$ cat src/rtl/uart_cmd_decoder_if.sv
`default_nettype none
// ============================================================================
//  Module   : uart_cmd_decoder_if
//  Brief    : Byte-level link between uart_rx / uart_tx and the command
//             decoder, plus the decoder's status outputs.
//  Revision : 1.0 - initial release
// ============================================================================
interface uart_cmd_decoder_if;
    // Receive side (from uart_rx)
    logic [7:0] data_received;
    logic       rx_done;
    logic       parity_error;
    // Transmit side (to / from uart_tx)
    logic       tx_busy;
    logic [7:0] data_to_tx;
    logic       start_tx;
    // Status / control outputs
    logic       out_en;
    logic       cmd_valid;
    logic       corrected;
    logic       timeout;
    logic [7:0] err_count;

    // Decoder side
    modport slave (
        input  data_received,
        input  rx_done,
        input  parity_error,
        input  tx_busy,
        output data_to_tx,
        output start_tx,
        output out_en,
        output cmd_valid,
        output corrected,
        output timeout,
        output err_count
    );

    // Environment side (UART pair and consumers)
    modport master (
        output data_received,
        output rx_done,
        output parity_error,
        output tx_busy,
        input  data_to_tx,
        input  start_tx,
        input  out_en,
        input  cmd_valid,
        input  corrected,
        input  timeout,
        input  err_count
    );
endinterface
`default_nettype wire

$ cat src/rtl/uart_cmd_decoder.sv
`default_nettype none
// ============================================================================
//  Module   : uart_cmd_decoder
//  Brief    : Hamming(7,4)-protected command decoder. Corrects single-bit
//             errors, drives the SPWM output enable (ON/OFF/TOGGLE), replies
//             ACK/NAK through uart_tx and drops the enable on link silence.
//  Revision : 1.0 - initial release
// ============================================================================
module uart_cmd_decoder #(
    parameter int unsigned TIMEOUT_CYCLES = 48_000_000,
    parameter logic [7:0]  ACK_BYTE       = 8'h3C,
    parameter logic [7:0]  NAK_BYTE       = 8'hC3
) (
    input  logic              clk,
    input  logic              reset,
    uart_cmd_decoder_if.slave bus
);

    // Watchdog width: just enough to hold TIMEOUT_CYCLES-1
    localparam int unsigned     c_wd_w    = (TIMEOUT_CYCLES > 2) ? $clog2(TIMEOUT_CYCLES) : 1;
    localparam logic [c_wd_w-1:0] c_wd_last = c_wd_w'(TIMEOUT_CYCLES - 1);

    localparam logic [3:0] c_cmd_on  = 4'h6;
    localparam logic [3:0] c_cmd_off = 4'hD;
    localparam logic [3:0] c_cmd_tgl = 4'h9;

    typedef enum logic [2:0] {
        IDLE       = 3'd0,
        DECODE     = 3'd1,
        EXEC       = 3'd2,
        TX_WAIT_HI = 3'd3,
        TX_WAIT_LO = 3'd4
    } state_t;

    state_t            r_state;
    logic [7:0]        r_byte;
    logic [7:0]        r_hold;
    logic              r_hold_full;
    logic [3:0]        r_nibble;
    logic              r_marker;
    logic              r_fixed;
    logic [c_wd_w-1:0] r_wd_cnt;

    logic [7:0]        r_data_to_tx;
    logic              r_start_tx;
    logic              r_out_en;
    logic              r_cmd_valid;
    logic              r_corrected;
    logic              r_timeout;
    logic [7:0]        r_err_count;

    logic [2:0]        w_syn;
    logic [6:0]        w_code;
    logic [3:0]        w_nibble;
    logic              w_cmd_ok;
    logic              w_next_en;
    logic              w_exec_ok;
    logic              w_exec_nak;
    logic              w_rx_good;
    logic              w_rx_bad;
    logic              w_hold_take;
    logic              w_rx_direct;
    logic              w_rx_to_hold;
    logic              w_rx_drop;
    logic [1:0]        w_err_inc;
    logic [8:0]        w_err_sum;

    // Syndrome and single-bit correction of the latched codeword
    always_comb begin
        w_syn[0] = r_byte[0] ^ r_byte[2] ^ r_byte[4] ^ r_byte[6];
        w_syn[1] = r_byte[1] ^ r_byte[2] ^ r_byte[5] ^ r_byte[6];
        w_syn[2] = r_byte[3] ^ r_byte[4] ^ r_byte[5] ^ r_byte[6];
        w_code   = r_byte[6:0];
        if (w_syn != 3'd0) begin
            w_code[w_syn - 3'd1] = ~w_code[w_syn - 3'd1];
        end
        w_nibble = {w_code[6], w_code[5], w_code[4], w_code[2]};
    end

    // Command classification and the enable value it produces
    always_comb begin
        w_cmd_ok  = r_marker && ((r_nibble == c_cmd_on) ||
                                 (r_nibble == c_cmd_off) ||
                                 (r_nibble == c_cmd_tgl));
        w_next_en = ~r_out_en;
        if (r_nibble == c_cmd_on) begin
            w_next_en = 1'b1;
        end else if (r_nibble == c_cmd_off) begin
            w_next_en = 1'b0;
        end
    end

    assign w_exec_ok  = (r_state == EXEC) && w_cmd_ok;
    assign w_exec_nak = (r_state == EXEC) && !w_cmd_ok;

    // Byte routing: IDLE drains the hold register first; a fresh byte can
    // refill the hold slot in the same cycle the old entry is taken.
    assign w_rx_good    = bus.rx_done && !bus.parity_error;
    assign w_rx_bad     = bus.rx_done && bus.parity_error;
    assign w_hold_take  = (r_state == IDLE) && r_hold_full;
    assign w_rx_direct  = w_rx_good && (r_state == IDLE) && !r_hold_full;
    assign w_rx_to_hold = w_rx_good && !w_rx_direct && (!r_hold_full || w_hold_take);
    assign w_rx_drop    = w_rx_good && !w_rx_direct && !w_rx_to_hold;

    // Parity errors and overruns are exclusive, a NAK may coincide with either
    assign w_err_inc = {1'b0, w_rx_bad | w_rx_drop} + {1'b0, w_exec_nak};
    assign w_err_sum = {1'b0, r_err_count} + {7'd0, w_err_inc};

    // Main sequencer: byte capture, decode, execute, reply handshake, watchdog
    always_ff @(posedge clk) begin
        if (reset) begin
            r_state      <= IDLE;
            r_byte       <= 8'h00;
            r_hold       <= 8'h00;
            r_hold_full  <= 1'b0;
            r_nibble     <= 4'h0;
            r_marker     <= 1'b0;
            r_fixed      <= 1'b0;
            r_wd_cnt     <= '0;
            r_data_to_tx <= 8'h00;
            r_start_tx   <= 1'b0;
            r_out_en     <= 1'b0;
            r_cmd_valid  <= 1'b0;
            r_corrected  <= 1'b0;
            r_timeout    <= 1'b0;
        end else begin
            r_start_tx  <= 1'b0;
            r_cmd_valid <= 1'b0;
            r_corrected <= 1'b0;
            r_timeout   <= 1'b0;

            if (w_rx_to_hold) begin
                r_hold      <= bus.data_received;
                r_hold_full <= 1'b1;
            end else if (w_hold_take) begin
                r_hold_full <= 1'b0;
            end

            case (r_state)
                IDLE: begin
                    if (r_hold_full) begin
                        r_byte  <= r_hold;
                        r_state <= DECODE;
                    end else if (w_rx_good) begin
                        r_byte  <= bus.data_received;
                        r_state <= DECODE;
                    end
                end
                DECODE: begin
                    r_nibble <= w_nibble;
                    r_marker <= r_byte[7];
                    r_fixed  <= (w_syn != 3'd0);
                    r_state  <= EXEC;
                end
                EXEC: begin
                    r_start_tx <= 1'b1;
                    r_state    <= TX_WAIT_HI;
                    if (w_cmd_ok) begin
                        r_data_to_tx <= ACK_BYTE;
                        r_cmd_valid  <= 1'b1;
                        r_corrected  <= r_fixed;
                    end else begin
                        r_data_to_tx <= NAK_BYTE;
                    end
                end
                TX_WAIT_HI: begin
                    if (bus.tx_busy) begin
                        r_state <= TX_WAIT_LO;
                    end
                end
                TX_WAIT_LO: begin
                    if (!bus.tx_busy) begin
                        r_state <= IDLE;
                    end
                end
                default: r_state <= IDLE;
            endcase

            // An executing command takes priority over watchdog expiry
            if (w_exec_ok) begin
                r_out_en <= w_next_en;
                r_wd_cnt <= '0;
            end else if (!r_out_en) begin
                r_wd_cnt <= '0;
            end else if (r_wd_cnt == c_wd_last) begin
                r_out_en  <= 1'b0;
                r_timeout <= 1'b1;
                r_wd_cnt  <= '0;
            end else begin
                r_wd_cnt <= r_wd_cnt + 1'b1;
            end
        end
    end

    // Saturating count of parity errors, overruns and rejected commands
    always_ff @(posedge clk) begin
        if (reset) begin
            r_err_count <= 8'h00;
        end else if (w_err_sum[8]) begin
            r_err_count <= 8'hFF;
        end else begin
            r_err_count <= w_err_sum[7:0];
        end
    end

    assign bus.data_to_tx = r_data_to_tx;
    assign bus.start_tx   = r_start_tx;
    assign bus.out_en     = r_out_en;
    assign bus.cmd_valid  = r_cmd_valid;
    assign bus.corrected  = r_corrected;
    assign bus.timeout    = r_timeout;
    assign bus.err_count  = r_err_count;

endmodule
`default_nettype wire

$ cat src/flat_wrapper.sv
// flat-port wrapper written by rule: the top's interface ports become plain ports
module uart_cmd_decoder_flat 
#(
    parameter int unsigned TIMEOUT_CYCLES = 48_000_000,
    parameter logic [7:0]  ACK_BYTE       = 8'h3C,
    parameter logic [7:0]  NAK_BYTE       = 8'hC3
)
  (clk, reset, bus_data_received, bus_rx_done, bus_parity_error, bus_tx_busy, bus_data_to_tx, bus_start_tx, bus_out_en, bus_cmd_valid, bus_corrected, bus_timeout, bus_err_count);
  uart_cmd_decoder_if bus_i ();
  input  logic clk;
  input  logic reset;
  input wire logic [$bits(bus_i.data_received)-1:0] bus_data_received;
  input wire logic [$bits(bus_i.rx_done)-1:0] bus_rx_done;
  input wire logic [$bits(bus_i.parity_error)-1:0] bus_parity_error;
  input wire logic [$bits(bus_i.tx_busy)-1:0] bus_tx_busy;
  output wire logic [$bits(bus_i.data_to_tx)-1:0] bus_data_to_tx;
  output wire logic [$bits(bus_i.start_tx)-1:0] bus_start_tx;
  output wire logic [$bits(bus_i.out_en)-1:0] bus_out_en;
  output wire logic [$bits(bus_i.cmd_valid)-1:0] bus_cmd_valid;
  output wire logic [$bits(bus_i.corrected)-1:0] bus_corrected;
  output wire logic [$bits(bus_i.timeout)-1:0] bus_timeout;
  output wire logic [$bits(bus_i.err_count)-1:0] bus_err_count;
  assign bus_i.data_received = bus_data_received;
  assign bus_i.rx_done = bus_rx_done;
  assign bus_i.parity_error = bus_parity_error;
  assign bus_i.tx_busy = bus_tx_busy;
  assign bus_data_to_tx = bus_i.data_to_tx;
  assign bus_start_tx = bus_i.start_tx;
  assign bus_out_en = bus_i.out_en;
  assign bus_cmd_valid = bus_i.cmd_valid;
  assign bus_corrected = bus_i.corrected;
  assign bus_timeout = bus_i.timeout;
  assign bus_err_count = bus_i.err_count;
  uart_cmd_decoder #(.TIMEOUT_CYCLES(TIMEOUT_CYCLES), .ACK_BYTE(ACK_BYTE), .NAK_BYTE(NAK_BYTE)) u_core (.clk(clk), .reset(reset), .bus(bus_i));
endmodule
$ cat config.mk
export PLATFORM = sky130hd
export DESIGN_NAME = uart_cmd_decoder_flat
export DESIGN_NICKNAME = d
export VERILOG_FILES = /design/src/rtl/uart_cmd_decoder_if.sv /design/src/rtl/uart_cmd_decoder.sv /design/src/flat_wrapper.sv
export SDC_FILE = /design/constraint.sdc
export NUM_CORES = 1
export LEC_CHECK = 0
export BUFFER_PORTS_ARGS = -buffer_cell sky130_fd_sc_hd__buf_4
export CAP_MARGIN = 20
export CORE_AREA = 5 5 71 106
export DETAILED_ROUTE_END_ITERATION = 7
export DIE_AREA = 0 0 76 111
export PLACE_DENSITY_LB_ADDON = 0.12
export RECOVER_POWER = 25
export SYNTH_ARGS = -nofsm -noshare
export SYNTH_HDL_FRONTEND = slang
export SYNTH_SLANG_ARGS = --single-unit
$ cat constraint.sdc
create_clock -name clk -period 2.4 [get_ports clk]
set_input_delay 0.48 -clock clk [delete_from_list [all_inputs] [get_ports clk]]
set_output_delay 0.48 -clock clk [all_outputs]
set_load 0.01 [all_outputs]
# Yosys cells after proc, flatten, opt, wreduce, memory -nomap -nowiden
# Cells that the tools add are included.
# word_totals
mem_bits_ro	0
ramBits	0
register_bits	73
latchBits	0
out_inout_bits	21
n_memories	0
input_bits	13
# classes
reduce_logical	30
n_addsub	4
order_cmp	2
div	0
n_eq_ne	11
muxes	25
n_bitwise	14
n_mul	0
shifts	0
# ops
op	count
two-way mux 8 bit	4
adder 26 x 1 -> 26 bit, second input constant	1
equality test 26 bit, second input constant	1
one-hot mux 3 bit (5 select lines)	1
logical AND 1 bit	12
two-way mux 1 bit	12
two-way mux 3 bit	4
adder 8 x 2 -> 9 bit	1
bitwise XOR 1 bit	9
equality test 4 bit, second input constant	2
bitwise mux 7 bit	1
two-way mux 7 bit	1
equality test 3 x 2 -> 1 bit, second input constant	2
OR reduction 3 bit	2
zero test 1 bit	5
equality test 4 x 3 -> 1 bit, second input constant	1
less-than comparator 3 x 4 -> 1 bit, second input constant	1
inequality test 2 bit, second input constant	2
inverter 1 bit	4
nonzero test 2 bit	2
OR reduction 4 bit	1
binary-select mux 1 bit (select 3 bit)	1
demux 1 bit (select 3 bit)	1
equality test 3 x 1 -> 1 bit, second input constant	1
12 further kinds	14

# Depth between registers and ports, before layout
# Gate-level depths: netlist of run 1.
# logic_depth
word_depth	13
depth_mapped	11
ltp_nobuf	10

# Worst setup path before layout of run 1
# No wires, ideal clock.
# synth_timing
path_type	register to register
startpoint	register u_core.r_byte[2]
endpoint	register u_core.r_nibble[1]
stages_incl_launch_ff	10
t_arrival_ps	2194
path_slack_ps	115
setup_ps	91
cell_sequence	dfxtp_1 -> xor2_1 -> xnor2_1 -> ha_1 -> ha_1 -> ha_1 -> nor2_1 -> nand2_1 -> or3_1 -> a311oi_1
# synth_between
elab_chain_len	10
elab_cells_between_ends	18
# synth_rtl
element	line	text
start: declaration	uart_cmd_decoder.sv:36	logic [7:0] r_byte;
start signal: assignment	uart_cmd_decoder.sv:142	r_byte <= r_hold;
start signal: assignment	uart_cmd_decoder.sv:145	r_byte <= bus.data_received;
bitwise XOR 1 bit (on tied branches) (3 in series)	uart_cmd_decoder.sv:70, uart_cmd_decoder.sv:71	
subtractor 3 x 1 -> 3 bit	uart_cmd_decoder.sv:75	w_code[w_syn - 3'd1] = ~w_code[w_syn - 3'd1];
less-than comparator 3 x 4 -> 1 bit (implied by the code) or >= comparator 3 x 1 -> 1 bit (tied branches)	uart_cmd_decoder.sv:75	
logical AND 1 bit (implied by the code)	uart_cmd_decoder.sv:75	
two-way mux 1 bit (implied by the code)	uart_cmd_decoder.sv:75	
demux 1 bit (select 3 bit)	-	
bitwise mux 7 bit	uart_cmd_decoder.sv:75	
two-way mux 7 bit *	uart_cmd_decoder.sv:74	if (w_syn != 3'd0) begin
end signal: assignment	uart_cmd_decoder.sv:150	r_nibble <= w_nibble;
end: declaration	uart_cmd_decoder.sv:39	logic [3:0] r_nibble;
# Every way passes the cells marked *; elsewhere a longest branch is shown, timed or not. The select of a mux whose other input is x is not followed.
# A chain may end at the register's enable or synchronous reset.

# Worst setup path after layout of run 1
# Same ends and word-level chain as after synthesis.

==> results of run 1 <==
[layout make-up]
type / count / area [sq um] / share of cell area [%]
Multi-Input combinational cell: 247 / 1680 / 46.0
Sequential cell: 67 / 1340 / 36.9
Timing Repair Buffer: 47 / 297 / 8.14
Clock buffer: 9 / 124 / 3.40
Tap cell: 76 / 95.1 / 2.61
Clock inverter: 7 / 68.8 / 1.89
Inverter: 10 / 37.5 / 1.03
[stage by stage]
| step | power (mW) | hold WS, ns | cells | area [sq um] |
|---|---|---|---|---|
| 2_1_floorplan | 1.54 | 0.409 | 348 | 3160 |
| 3_3_place_gp | 1.66 | 0.422 | 447 | 3470 |
| 3_5_place_dp | 1.68 | 0.424 | 447 | 3470 |
| 4_1_cts | 2.58 | 0.383 | 463 | 3660 |
| 5_1_grt | 2.75 | 0.388 | 463 | 3640 |
| 6_report | 2.59 | 0.398 | 463 | 3640 |
[cell usage after synthesis, types with 3 or more instances]
cell / count
dfxtp_1: 67
nor2_1: 44
a21oi_1: 22
nand2_1: 18
mux2i_1: 17
o21ai_0: 17
or3_1: 14
xor2_1: 12
a211oi_1: 11
xnor2_1: 11
buf_4: 10
inv_1: 10
nand3_1: 9
and4_1: 7
nand4_1: 7
nor3_1: 7
buf_2: 6
and3_1: 5
clkbuf_1: 5
ha_1: 5
nor3b_1: 4
nor4b_1: 3
nor4bb_1: 3
[worst max path at each step]
stage / slack (ns) / to / cells past startpoint / start
floorplan: 0.11 / u_core.r_nibble[1] / 9 / u_core.r_byte[2]
global placement: 0.13 / u_core.bus.err_count[6] / 10 / u_core.r_nibble[1]
CTS: 0.06 / u_core.bus.err_count[6] / 10 / u_core.r_nibble[1]
detailed placement: 0.06 / u_core.bus.err_count[6] / 10 / u_core.r_nibble[1]
global route: 0.009 / u_core.bus.err_count[6] / 10 / u_core.r_nibble[1]
finish: 0.19 / u_core.r_nibble[1] / 9 / u_core.r_byte[2]
[worst max-delay path, delay by kind of cell (launching register included)]
kind,cells,cell delay (ns)
flops,1,0.34
simple gates,3,0.45
compound gates,1,0.24
xor+xnor,2,0.29
fa+ha+maj,3,0.79
[metal layers]
metal	track usage, %	vias to the layer above	part of all wire, %	routed length [um]
li1	-	1303	-	-
met1	15.5	1218	40	2520
met2	29.1	31	55	3450
met3	3.25	10	2.6	163
met4	9.03	0	2.4	149
met5	0	-	0	0
[registers in the layout (all words and copies together) (netlist names)]
register / flops
u_core.r_hold: 8
u_core.bus.out_en: 1
u_core.bus.corrected: 1
u_core.r_marker: 1
u_core.bus.cmd_valid: 1
u_core.bus.timeout: 1
u_core.r_hold_full: 1
u_core.bus.start_tx: 1
u_core.r_nibble: 4
u_core.bus.err_count: 8
u_core.bus.data_to_tx: 2
u_core.r_state: 3
u_core.r_fixed: 1
u_core.r_byte: 8
u_core.r_wd_cnt: 26
[layout by cell type (no fill, tap or decap), drive strengths merged, types with 11 or more instances in the layout]
master  count
dfxtp      67
nor2       44
buf        32
clkbuf     24
a21oi      22
nand2      18
o21ai      18
mux2i      17
or3        14
xor2       12
xnor2      11
a211oi     11
[power by group]
group          total [mW]  leakage (nW)  switching (mW)  internal (mW)
logic               0.482         0.629           0.242          0.240
registers            1.21         0.544          0.0437           1.16
clock network       0.904        0.0950           0.429          0.475
[repair_timing]
action / CTS / global route
buffers inserted: 0 / 0
hold buffers: 0 / 0
setup endpoints to repair: 0 / 10
resized for setup: 0 / 10
[kinds of logic after synthesis]
| logic type | Yosys count |
|---|---|
| fa+ha+maj | 6 |
| simple gates | 138 |
| flops | 67 |
| xor+xnor | 23 |
| mux | 17 |
| compound gates | 63 |
| buf+inv | 34 |
==> impl_metrics.csv, run 1 <==
group,metric,value,unit
global_route,first_global_vias,2559,
worst_setup_path,rr_endpoint,"u_core.r_nibble[1]",
die,fp.dieH,111,um
yosys,async_flop_share,0,%
yosys,synth_cells,348,
die,die_area,8440,sq um
clocking,clockBufferDepth,2,
final_layout,syn2layout_area_growth,15.1,%
drt,drt_iter0_drc,112,
yosys,synth_seq_area_share,42.4,%
yosys,synth_edf_count,0,
yosys,synth_seq_cells,67,
die,die_x,76,um
final_layout,finish.utilization,56.5,%
final_layout,antennaDiodeCount,0,
timing,drv_slew,0,
job,drv_cap,0,
die,initial_core_util,49.1,%
worst_setup_path,endpoint_kind,"register",
worst_setup_path,critPathMaxFanout,3,
global_route,grt_pass1_wl,11000,um
worst_setup_path,r2r_slack,0.19,ns
yosys,synthMuxAreaShare,5.38,%
die,num_rows,36,
placed_design,place_ws,0.0572,ns
timing,setup-violations-final,0,
worst_setup_path,cp_cell_sequence,"xor2_2 -> xnor2_1 -> ha_1 -> ha_1 -> ha_4 -> nor2_2 -> nand2_1 -> or3_1 -> a311oi_1",
timing,hold_violations,0,
clocking,htree_levels,3,
worst_setup_path,r2r_cells,9,
global_route,antenna_found_initial,0,
yosys,yosysTopAreaCellShare,42.4,%
placed_design,portBuffers,33,
timing,period_share,92.1,%
worst_setup_path,crit_required,2.64,ns
timing,max_slew.worst_pin.slew,0.405,ns
global_route,grt_usage,15.6,%
worst_setup_path,cp.arrival,2.45,ns
yosys,postSynthAreaPerCell,9.09,sq um
worst_setup_path,r2r_start,"u_core.r_byte[2]",
worst_setup_path,slowest_delay,0.34,ns
hold_path,hold_path.class,"in2reg",
yosys,syn_nets,367,
yosys,synth_adder_area_share,2.61,%
global_route,grt_max_degree,40,
clocking,cts_sinks,67,
drt,avgViaCountPerCell,5.53,
yosys,synth_compound_area_share,12.9,%
yosys,synth_area,3160,sq um
timing,skew,0.00788,ns
clocking,cts_tree,"done",
yosys,synth_xor_area_share,6.37,%
placed_design,routabilityCongestion,0.815,
hold_path,worstHoldPathCells,3,
timing,period_minus_slack,2.21,ns
placed_design,dp_hpwl,4670,um
final_layout,drive_gt1_share,15.8,%
die,ios,34,
yosys,synth_top_family_by_area,"simple AND/OR/NAND/NOR gates",
timing,setup-tns-final,0,ns
power,leakage,1.27,nW
die,core_area,6440,sq um
clocking,cts_made_buffers,9,
drt,drc_errors,0,
timing,rsz0062_at_grt,"false",
yosys,yosysUniqueCellTypes,48,
clocking,clkLatencyLatePin,0.33,ns
power,peakVddDrop,0.476,mV
drt,wirelength,6290,um
worst_setup_path,crit_type,"reg2reg",
worst_setup_path,cp_common_cell,"ha_1",
drt,post_drt_wl_per_cell,13.6,um
yosys,synth_area_leader_cell,"dfxtp_1",
power,powerDensity,712,nW/um^2
yosys,ys_warn_count,0,
clocking,ctsRootBufferMaster,"clkbuf_8",
clocking,cts.clk_slew.worst_paths,0.07,ns
drt,via_count,2562,
drt,dr.pass1.iters,4,
global_route,overflow,0,
status,status,"finished clean",
worst_setup_path,worstSetupStartpointType,"register",
timing,setup_ws,0.190,ns
hold_path,whs_endpoint,"u_core.r_hold[2]",
timing,fmax,452,MHz
hold_path,min_from,"bus_data_received[2]",
final_layout,final_nets,401,
drt,ant_nets,0,
worst_setup_path,cp_slowest_cell,"dfxtp_2",
yosys,synth_flop_cell,"dfxtp_1",
yosys,yosys-top-cells-area,"dfxtp_1 (42%), mux2i_1 (5.4%), nor2_1 (5.2%)",
final_layout,fill_cells,639,
timing,slew_headroom,73.0,%
yosys,yosys.area_share.simple,24.6,%
No activity file was read; power rests on OpenSTA's default activity.
==> inputs of run 2 (changes only) <==
--- a/config.mk
+++ b/config.mk
@@ -6,5 +6,5 @@
 export NUM_CORES = 1
 export LEC_CHECK = 0
-export BUFFER_PORTS_ARGS = -buffer_cell sky130_fd_sc_hd__buf_4
+export BUFFER_PORTS_ARGS = -buffer_cell sky130_fd_sc_hd__buf_2
 export CAP_MARGIN = 20
 export CORE_AREA = 5 5 71 106
==> constraint.sdc (replaced) <==
create_clock -name clk -period 2.4 [get_ports clk]
set_input_delay 0.48 -clock clk [delete_from_list [all_inputs] [get_ports clk]]
set_output_delay 0.48 -clock clk [all_outputs]
set_load 0.05 [all_outputs]
==> run 2 against run 1 <==
Effect of this change:
- register-to-register slack worse by 0.05 ns
- maximum frequency down 2.1%
- routed wire length down 3.3%
- clock skew rose by 0.0041 ns
- critical path depth did not move
- design area shrank 1.3%
- sequential power about the same
- count of clock-buffer cells in the layout up 1
- die area stayed put
- non-clock buffer count increased by 1
- core utilization shrank 0.74 points
- critical path type unchanged
- critical endpoint unchanged
- highest routed layer unchanged
==> impl_metrics.csv, run 2 (synthesis results as in run 1) <==
group,metric,value,unit
timing,period_minus_slack,2.26,ns
drt,dr.pass1.iters,4,
die,core_area,6440,sq um
final_layout,fin_area,3590,sq um
timing,setup_ws,0.143,ns
worst_setup_path,cp_cell_sequence,"xor2_1 -> xnor2_1 -> ha_1 -> ha_1 -> ha_1 -> nor2_2 -> nand2_1 -> or3_1 -> a311oi_1",
final_layout,final_nets,402,
hold_path,min_from,"bus_data_received[5]",
worst_setup_path,path_buf_inv,0,
status,status,"finished clean",
clocking,clockBufferDepth,2,
final_layout,final_cell_mix,"dfxtp_1 (66), nor2_1 (43), a21oi_1 (22)",
timing,fmax,443,MHz
timing,rsz0062_at_grt,"false",
global_route,grtUsageMet2,28.9,%
timing,setup-tns-final,0,ns
die,die_area,8440,sq um
drt,avgViaCountPerCell,5.48,
global_route,grt_max_degree,27,
worst_setup_path,endpoint_kind,"register",
clocking,post_cts_buffers,0,
worst_setup_path,crit_required,2.65,ns
final_layout,antennaDiodeCount,0,
clocking,holdBufCountCts,0,
global_route,met3_usage,3.25,%
power,leakage,1.26,nW
timing,max_slew.worst_pin.slew,0.600,ns
timing,slew_headroom,60.2,%
placed_design,dp_hpwl,4590,um
final_layout,final_common_cell,"dfxtp_1",
clocking,ctsRootBufferMaster,"clkbuf_8",
worst_setup_path,critPathMaxFanout,3,
hold_path,hold_path.class,"in2reg",
timing,skew,0.0120,ns
final_layout,regMostFlops,"u_core.r_wd_cnt",
clocking,cts_tree,"done",
clocking,htree_levels,3,
worst_setup_path,crit_path_start,"u_core.r_byte[4]",
timing,drv_slew,0,
worst_setup_path,cp_common_cell,"ha_1",
global_route,overflow,0,
global_route,met1_usage,15.5,%
clocking,cts_sinks,67,
timing,hold_violations,0,
clocking,cts.clk_slew.worst_paths,0.07,ns
power,power,2.69,mW
worst_setup_path,cp_slowest_cell,"dfxtp_1",
placed_design,portBuffers,33,
hold_path,whs_endpoint,"u_core.r_hold[5]",
final_layout,largest_reg_flops,26,
die,initial_core_util,49.1,%
placed_design,routabilityCongestion,0.787,
die,ios,34,
job,drv_cap,0,
drt,post_drt_wl_per_cell,13.1,um
final_layout,final_cell_count_no_fill,464,
global_route,busiest_layer,"met2",
die,fp.dieH,111,um
final_layout,finish.utilization,55.8,%
clocking,cts_made_buffers,9,
global_route,antenna_found_initial,0,
drt,via_count,2541,
timing,setup-violations-final,0,
die,die_x,76,um
timing,whs,0.386,ns
power,powerDensity,748,nW/um^2
worst_setup_path,r2r_slack,0.14,ns
placed_design,place_inst,448,
worst_setup_path,slowest_delay,0.34,ns
clocking,clkLatencyLatePin,0.35,ns
worst_setup_path,worstSetupStartpointType,"register",
drt,drc_errors,0,
drt,drt_iter0_drc,82,
global_route,grt_pass1_wl,10900,um
worst_setup_path,r2r_start,"u_core.r_byte[4]",
worst_setup_path,cp.arrival,2.50,ns
worst_setup_path,crit_type,"reg2reg",
worst_setup_path,r2r_cells,9,
drt,wirelength,6080,um
placed_design,place_ws,0.0795,ns
final_layout,syn2layout_area_growth,13.6,%
global_route,grt_usage,15.5,%
worst_setup_path,cp_top_family,"adder cells",
hold_path,worstHoldPathCells,3,
placed_design,dpl_cell_area,3390,sq um
final_layout,drive_gt1_share,15.2,%
worst_setup_path,rr_endpoint,"u_core.r_nibble[1]",
power,peakVddDrop,0.495,mV
global_route,first_global_vias,2498,
timing,period_share,94.0,%
die,num_rows,36,
drt,ant_nets,0,
[run 2: cell count changes in the layout (fill, tap and decap cells not counted), sizes merged]
cell / before / now
clkinv: 4 / 3
buf: 32 / 33
bufinv: 1 / 2
clkinvlp: 2 / 1
clkbuf: 24 / 25
[run 2: how the worst max path moves through the flow]
| stage | endpoint | slack [ns] | cells after the start |
|---|---|---|---|
| after floorplan | u_core.bus.err_count[6] | 0.09 | 11 |
| after global placement | u_core.bus.err_count[6] | 0.12 | 10 |
| after detailed placement | u_core.bus.err_count[6] | 0.08 | 10 |
| after CTS | u_core.bus.err_count[0] | 0.03 | 9 |
| after global routing | u_core.r_nibble[1] | 0.02 | 9 |
| final | u_core.r_nibble[1] | 0.14 | 9 |
[run 2: tightest hold or removal path: cells and delay by family]
family        cells  cell delay (ns)
buf+inv           1             0.08
mux               1             0.06
simple gates      1             0.07
[run 2: cell type report]
| class | instances | area, sq um |
|---|---|---|
| Fill cell | 596 | 2850 |
| Sequential cell | 67 | 1340 |
| Timing Repair Buffer | 48 | 251 |
| Multi-Input combinational cell | 247 | 1650 |
| Clock buffer | 10 | 128 |
| Tap cell | 76 | 95.1 |
| Inverter | 10 | 37.5 |
| Clock inverter | 6 | 90.1 |
[run 2: per-layer routing]
| metal | vias up | part of all wire [%] |
|---|---|---|
| li1 | 1306 | - |
| met1 | 1188 | 40 |
| met2 | 34 | 55 |
| met3 | 13 | 2.9 |
| met4 | 0 | 2.5 |
| met5 | - | 0 |
[run 2: timing repair]
action | 4_1_cts | 5_1_grt
hold endpoints to repair | 0 | 0
setup endpoints to repair | 0 | 9
gates resized for setup | 0 | 9
[run 2: power by group]
group	switching [mW]	internal, mW
sequential	0.0396	1.16
combinational	0.271	0.199
clock	0.429	0.586
total	0.740	1.95
